### config.mk
export PLATFORM = sky130hd
export DESIGN_NAME = rob_age_select_buffer
export DESIGN_NICKNAME = d
export VERILOG_FILES = /design/src/rtl/rob_pkg.sv /design/src/rtl/age_oldest_select.sv /design/src/rtl/rob_age_select_buffer.sv
export SDC_FILE = /design/constraint.sdc
export NUM_CORES = 1
export LEC_CHECK = 0
export BUFFER_PORTS_ARGS = -buffer_cell sky130_fd_sc_hd__buf_2
export CAP_MARGIN = 15
export CORE_ASPECT_RATIO = 0.9
export CORE_MARGIN = 3
export CORE_UTILIZATION = 55
export CTS_BUF_LIST = sky130_fd_sc_hd__clkbuf_16
export DETAILED_ROUTE_END_ITERATION = 8
export GPL_TIMING_DRIVEN = 0
export PLACE_DENSITY = 0.85
export REMOVE_ABC_BUFFERS = 1
export SYNTH_ARGS = -nofsm -noshare
export SYNTH_HDL_FRONTEND = slang
export SYNTH_SLANG_ARGS = --single-unit
### constraint.sdc
create_clock -name clk -period 5.75 [get_ports clk]
set_input_delay 0.2875 -clock clk [delete_from_list [all_inputs] [get_ports clk]]
set_output_delay 0.2875 -clock clk [all_outputs]
set_load 0.01 [all_outputs]
### src/rtl/rob_pkg.sv
// Shared ROB tag type and phase-bit age comparison used by the age-ordered issue buffer.
package rob_pkg;

   localparam int unsigned ROB_TAG_WIDTH = 3;
   localparam int unsigned ROB_PHASE_BIT = ROB_TAG_WIDTH;

   typedef logic [ROB_TAG_WIDTH:0] rob_tag_t;

   // a is younger than b; the phase bit flips the index order once the ROB wraps
   function automatic logic rob_younger(input rob_tag_t a, input rob_tag_t b);
      return (a[ROB_TAG_WIDTH-1:0] > b[ROB_TAG_WIDTH-1:0]) ^
             (a[ROB_PHASE_BIT] ^ b[ROB_PHASE_BIT]);
   endfunction

endpackage

### src/rtl/age_oldest_select.sv
// Combinational oldest-candidate picker: pairwise age matrix, AND-reduce per row, lowest index on tie.
module age_oldest_select
   import rob_pkg::*;
#(
   parameter int unsigned N_SLOTS        = 4,
   parameter int unsigned SLOT_IDX_WIDTH = $clog2(N_SLOTS)
) (
   input  logic [N_SLOTS-1:0]        cand,
   input  rob_tag_t [N_SLOTS-1:0]    tags,
   output logic                      found,
   output logic [SLOT_IDX_WIDTH-1:0] oldest_slot,
   output rob_tag_t                  oldest_tag
);

   logic [N_SLOTS-1:0] beats [N_SLOTS];
   logic [N_SLOTS-1:0] win;

   // row i wins when every other candidate is younger, or ties and sits at a higher slot
   always_comb begin
      beats = '{default: '0};
      win   = '0;
      for (int i = 0; i < int'(N_SLOTS); i++) begin
         for (int j = 0; j < int'(N_SLOTS); j++) begin
            beats[i][j] = (i == j) || !cand[j] ||
                          (!rob_younger(tags[i], tags[j]) &&
                           (rob_younger(tags[j], tags[i]) || (i < j)));
         end
         win[i] = cand[i] && (&beats[i]);
      end
   end

   always_comb begin
      oldest_slot = '0;
      for (int i = int'(N_SLOTS) - 1; i >= 0; i--) begin
         if (win[i]) oldest_slot = SLOT_IDX_WIDTH'(i);
      end
   end

   assign found      = |cand;
   assign oldest_tag = tags[oldest_slot];

endmodule

### src/rtl/rob_age_select_buffer.sv
// N-slot buffer of ROB tags presenting the oldest ready entry for issue, with tag wakeup and
// mispredict flush of everything strictly younger than the flush tag.
module rob_age_select_buffer
   import rob_pkg::*;
#(
   parameter int unsigned N_SLOTS        = 4,
   parameter int unsigned SLOT_IDX_WIDTH = $clog2(N_SLOTS)
) (
   input  logic                      clk,
   input  logic                      reset,
   input  logic                      alloc_valid,
   input  rob_tag_t                  alloc_tag,
   input  logic                      alloc_is_ready,
   output logic                      alloc_ready,
   input  logic                      wakeup_valid,
   input  rob_tag_t                  wakeup_tag,
   output logic                      issue_valid,
   output rob_tag_t                  issue_tag,
   output logic [SLOT_IDX_WIDTH-1:0] issue_slot,
   input  logic                      issue_ready,
   input  logic                      flush_valid,
   input  rob_tag_t                  flush_tag,
   output logic [SLOT_IDX_WIDTH:0]   count
);

   localparam int unsigned CNT_W = SLOT_IDX_WIDTH + 1;

   logic [N_SLOTS-1:0]        valid_q, valid_d, ready_q, ready_d, cand;
   rob_tag_t [N_SLOTS-1:0]    tag_q, tag_d;
   logic [CNT_W-1:0]          count_q, count_d, killed;
   logic                      sel_found, issue_fire, alloc_fire, alloc_wake;
   logic [SLOT_IDX_WIDTH-1:0] sel_slot, alloc_slot;
   rob_tag_t                  sel_tag;

   assign cand = valid_q & ready_q;

   age_oldest_select #(
      .N_SLOTS        (N_SLOTS),
      .SLOT_IDX_WIDTH (SLOT_IDX_WIDTH)
   ) u_select (
      .cand        (cand),
      .tags        (tag_q),
      .found       (sel_found),
      .oldest_slot (sel_slot),
      .oldest_tag  (sel_tag)
   );

   assign alloc_ready = (count_q < CNT_W'(N_SLOTS)) && !flush_valid;
   assign issue_valid = sel_found && !flush_valid;
   assign issue_tag   = sel_tag;
   assign issue_slot  = sel_slot;
   assign count       = count_q;
   assign issue_fire  = issue_valid && issue_ready;
   assign alloc_fire  = alloc_valid && alloc_ready;
   assign alloc_wake  = wakeup_valid && (wakeup_tag == alloc_tag);

   // lowest slot free at cycle start; slots freed by this cycle's issue are not reused
   always_comb begin
      alloc_slot = '0;
      for (int i = int'(N_SLOTS) - 1; i >= 0; i--) begin
         if (!valid_q[i]) alloc_slot = SLOT_IDX_WIDTH'(i);
      end
   end

   always_comb begin
      valid_d = valid_q;
      ready_d = ready_q;
      tag_d   = tag_q;
      killed  = '0;
      for (int i = 0; i < int'(N_SLOTS); i++) begin
         if (valid_q[i] && wakeup_valid && (tag_q[i] == wakeup_tag)) ready_d[i] = 1'b1;
         if (flush_valid && valid_q[i] && rob_younger(tag_q[i], flush_tag)) begin
            valid_d[i] = 1'b0;
            killed     = killed + CNT_W'(1);
         end
      end
      if (issue_fire) valid_d[sel_slot] = 1'b0;
      if (alloc_fire) begin
         valid_d[alloc_slot] = 1'b1;
         ready_d[alloc_slot] = alloc_is_ready || alloc_wake;
         tag_d[alloc_slot]   = alloc_tag;
      end
      count_d = count_q + CNT_W'(alloc_fire) - CNT_W'(issue_fire) - killed;
   end

   always_ff @(posedge clk) begin
      if (reset) begin
         valid_q <= '0;
         ready_q <= '0;
         count_q <= '0;
      end else begin
         valid_q <= valid_d;
         ready_q <= ready_d;
         count_q <= count_d;
      end
   end

   // tags carry no reset; they are only observed behind a valid bit
   always_ff @(posedge clk) begin
      tag_q <= tag_d;
   end

   count_tracks_valid: assert property (@(posedge clk) disable iff (reset)
      count_q == CNT_W'($countones(valid_q)));

endmodule

==> flow_summary.json <==
{
  "ys_warn_count": 0,
  "die_h_um": 72.9,
  "required_ns": 5.90,
  "synth-async-reset-ratio_pct": 0,
  "syn2layout_area_growth_pct": 8.41,
  "worstMarginPinSlew_ns": 1.02,
  "core_area_um2": 4630,
  "yosysSeqAreaShare_pct": 25.6,
  "critPathLaunchType": "register",
  "rsz0062_at_grt": "false",
  "mappedNetlistArea_um2": 2740,
  "grt_max_degree": 15,
  "nets": 371,
  "io-pin-count": 30,
  "crit_slowest_cell": "edfxtp_1",
  "root_buffer": "clkbuf_16",
  "cts_max_level": 1,
  "critPathBufInv": 4,
  "arrival_ns": 4.98,
  "slew_headroom_pct": 31.7,
  "finalSetupViolations": 0,
  "synth_largest_area_cell": "edfxtp_1",
  "max_freq_mhz": 207,
  "path_max_fanout": 6,
  "routed_wl_um": 6820,
  "yosys_most_used_dff": "edfxtp_1",
  "gp_congestion": 0.959,
  "chipWidth_um": 80.4,
  "cp_common_cell": "inv_1",
  "cts_setup_buffers": 0,
  "synth.ff_latch_count": 27,
  "ir_drop_mv": 0.215,
  "synth_edf_count": 16,
  "wl_met1_um": 2710,
  "cts_buffer_depth": 2,
  "top_layer": "met4",
  "cts_hold_buf": 0,
  "grt_pass1_vias": 2336,
  "dieArea_um2": 5860,
  "cts_resized": 0,
  "drive_gt1_share_pct": 15.0,
  "critPathMaxStageDelay_ns": 0.57,
  "critPathCaptureType": "register",
  "cts_buffers": 3,
  "routedWlPerCell_um": 18.1,
  "dp_hpwl_um": 5330,
  "rows": 23,
  "finalPower_w": 0.000477,
  "tritoncts": "done",
  "wl_met3_um": 678,
  "synth_top_area_share_pct": 17.6,
  "first_pass_iters": 6,
  "antenna_found_initial": 0,
  "status": "complete, no violations",
  "clkTransAtPathRegs_ns": 0.06,
  "drt_iter0_drc": 265,
  "clock_latency_ns": 0.26,
  "p_leak_nw": 1.25,
  "period_minus_slack_ns": 4.84,
  "slew_violations": 0,
  "setup_tns_ns": 0,
  "route.detailed.drc": 0,
  "drv_cap": 0,
  "cts.sinks": 27,
  "vias_per_cell": 6.35,
  "synth_area_per_cell_um2": 9.31,
  "powerDensity_nw_per_um2": 161,
  "ant_nets": 0,
  "grt.total_usage_pct": 24.8,
  "critPathTopFamily": "adder cells",
  "setup.worst_path.class": "reg2reg",
  "synth.area.top_cells": "edfxtp_1 18%, ha_1 16%, dfxtp_1 8.0%",
  "start_util_pct": 59.1,
  "grt_pass1_wl_um": 11500,
  "fin_worst_skew_ns": 0.000994,
  "fill_cells": 364,
  "vias": 2388,
  "n_antenna_cell": 0,
  "crit_chain": "ha_1, nor2b_1, o21ai_0, a32oi_1, xnor2_1, and3_1, inv_1, ha_1, inv_1, or3_1, o221ai_1, fa_1, inv_1, fa_1, inv_1, ha_1, xor2_1, xnor2_1, xnor2_1, mux2_2",
  "hold_violations": 0,
  "port_buffers": 29,
  "hp-class": "in2reg",
  "min_period_over_period_pct": 84.2,
  "synth.distinct_cells": 57,
  "overflow": 0,
  "met2_wirelength_um": 3290,
  "synth_cells": 294
}
[sequential cells by signal (all words and copies together), names as in the netlist]
signal,flops
ready_q,4
valid_q,4
count,3
tag_q,16
[placed cells by master (no fill, tap or decap), drive strengths merged, types with 3 or more instances in the layout]
master	instances
a21boi	3
nor2b	7
xnor2	20
o31ai	3
nor2	13
nand3b	6
ha	35
and2	3
a211oi	5
and3	4
o21ai	6
mux2i	5
buf	29
inv	28
a21oi	15
clkbuf	3
nand3	7
a32oi	4
dfxtp	11
a31oi	6
xor2	24
nor4	8
edfxtp	16
nor3	8
nand2	15
a222oi	3
[where the power goes]
group	internal, W	switching, W	leakage [nW]
clock	0.0000930	0.0000599	0.0423
combinational	0.0000440	0.0000572	0.977
sequential	0.000213	0.0000102	0.235
total	0.000350	0.000127	1.25
[layer usage]
| layer | up-vias | GRT usage [%] |
|---|---|---|
| met5 | - | 0 |
| met4 | 0 | 6.00 |
| met3 | 23 | 2.35 |
| met2 | 142 | 43.8 |
| met1 | 1107 | 32.9 |
| li1 | 1116 | - |
[kinds of logic after synthesis]
group | Yosys count | synth area share (%)
xor+xnor | 44 | 14.6
mux | 6 | 2.24
fa+ha+maj | 37 | 17.5
buf+inv | 40 | 6.31
flops | 27 | 25.6
simple gates | 77 | 16.3
compound gates | 63 | 17.5
[area by class of cell]
| cell class | count | area [µm²] | area share (%) |
|---|---|---|---|
| Tap cell | 62 | 77.6 | 2.61 |
| Clock buffer | 3 | 75.1 | 2.53 |
| Timing Repair Buffer | 29 | 145 | 4.89 |
| Clock inverter | 1 | 3.75 | 0.127 |
| Sequential cell | 27 | 701 | 23.6 |
| Inverter | 27 | 101 | 3.42 |
| Multi-Input combinational cell | 227 | 1860 | 62.8 |
[per-stage QoR]
step                      worst slack, ns  instances  hold slack (ns)  utilization [%]  area [µm²]
after detailed placement            0.988        372            0.538             62.3        2890
after global routing                0.670        376            0.274             64.0        2970
after floorplan                      1.49        281            0.359                -        2670
final                               0.911        376            0.273             64.0        2970
after global placement               1.10        372            0.534             62.3        2890
after CTS                           0.972        376            0.270             64.0        2970
[cell usage after synthesis (3+ instances only)]
library cell,count
clkbuf_1,6
nor2b_1,7
o31ai_1,3
nand2_1,15
nand3_1,7
nor2_1,12
mux2i_1,5
nand3b_1,6
a32oi_1,4
edfxtp_1,16
inv_1,27
a211oi_1,5
ha_1,35
nor4_1,6
a31oi_1,6
nor3_1,8
a222oi_1,3
and2_1,3
xnor2_1,20
and3_1,4
dfxtp_1,11
o21ai_0,6
a21oi_1,13
xor2_1,22
[final timing paths]
| kind | from | to | slack [ns] | cells after the start |
|---|---|---|---|---|
| worst min-delay path | alloc_tag[1] | tag_q[5] | 0.27 | 1 |
| worst max register to register | tag_q[5] | count[2] | 0.91 | 20 |
| worst max-delay path | tag_q[5] | count[2] | 0.91 | 20 |
| worst min register to register | ready_q[0] | ready_q[0] | 0.60 | 2 |
[worst reg2reg max path, stage by stage, from the launching register on]
cell      delay, ns
edfxtp_1       0.57
ha_1           0.37
nor2b_1        0.13
o21ai_0        0.18
a32oi_1        0.10
xnor2_1        0.25
and3_1         0.21
inv_1          0.05
ha_1           0.34
inv_1          0.10
or3_1          0.37
o221ai_1       0.24
fa_1           0.21
inv_1          0.05
fa_1           0.47
inv_1          0.05
ha_1           0.19
xor2_1         0.15
xnor2_1        0.19
xnor2_1        0.15
mux2_2         0.36
(Power assumes the default switching activity.)
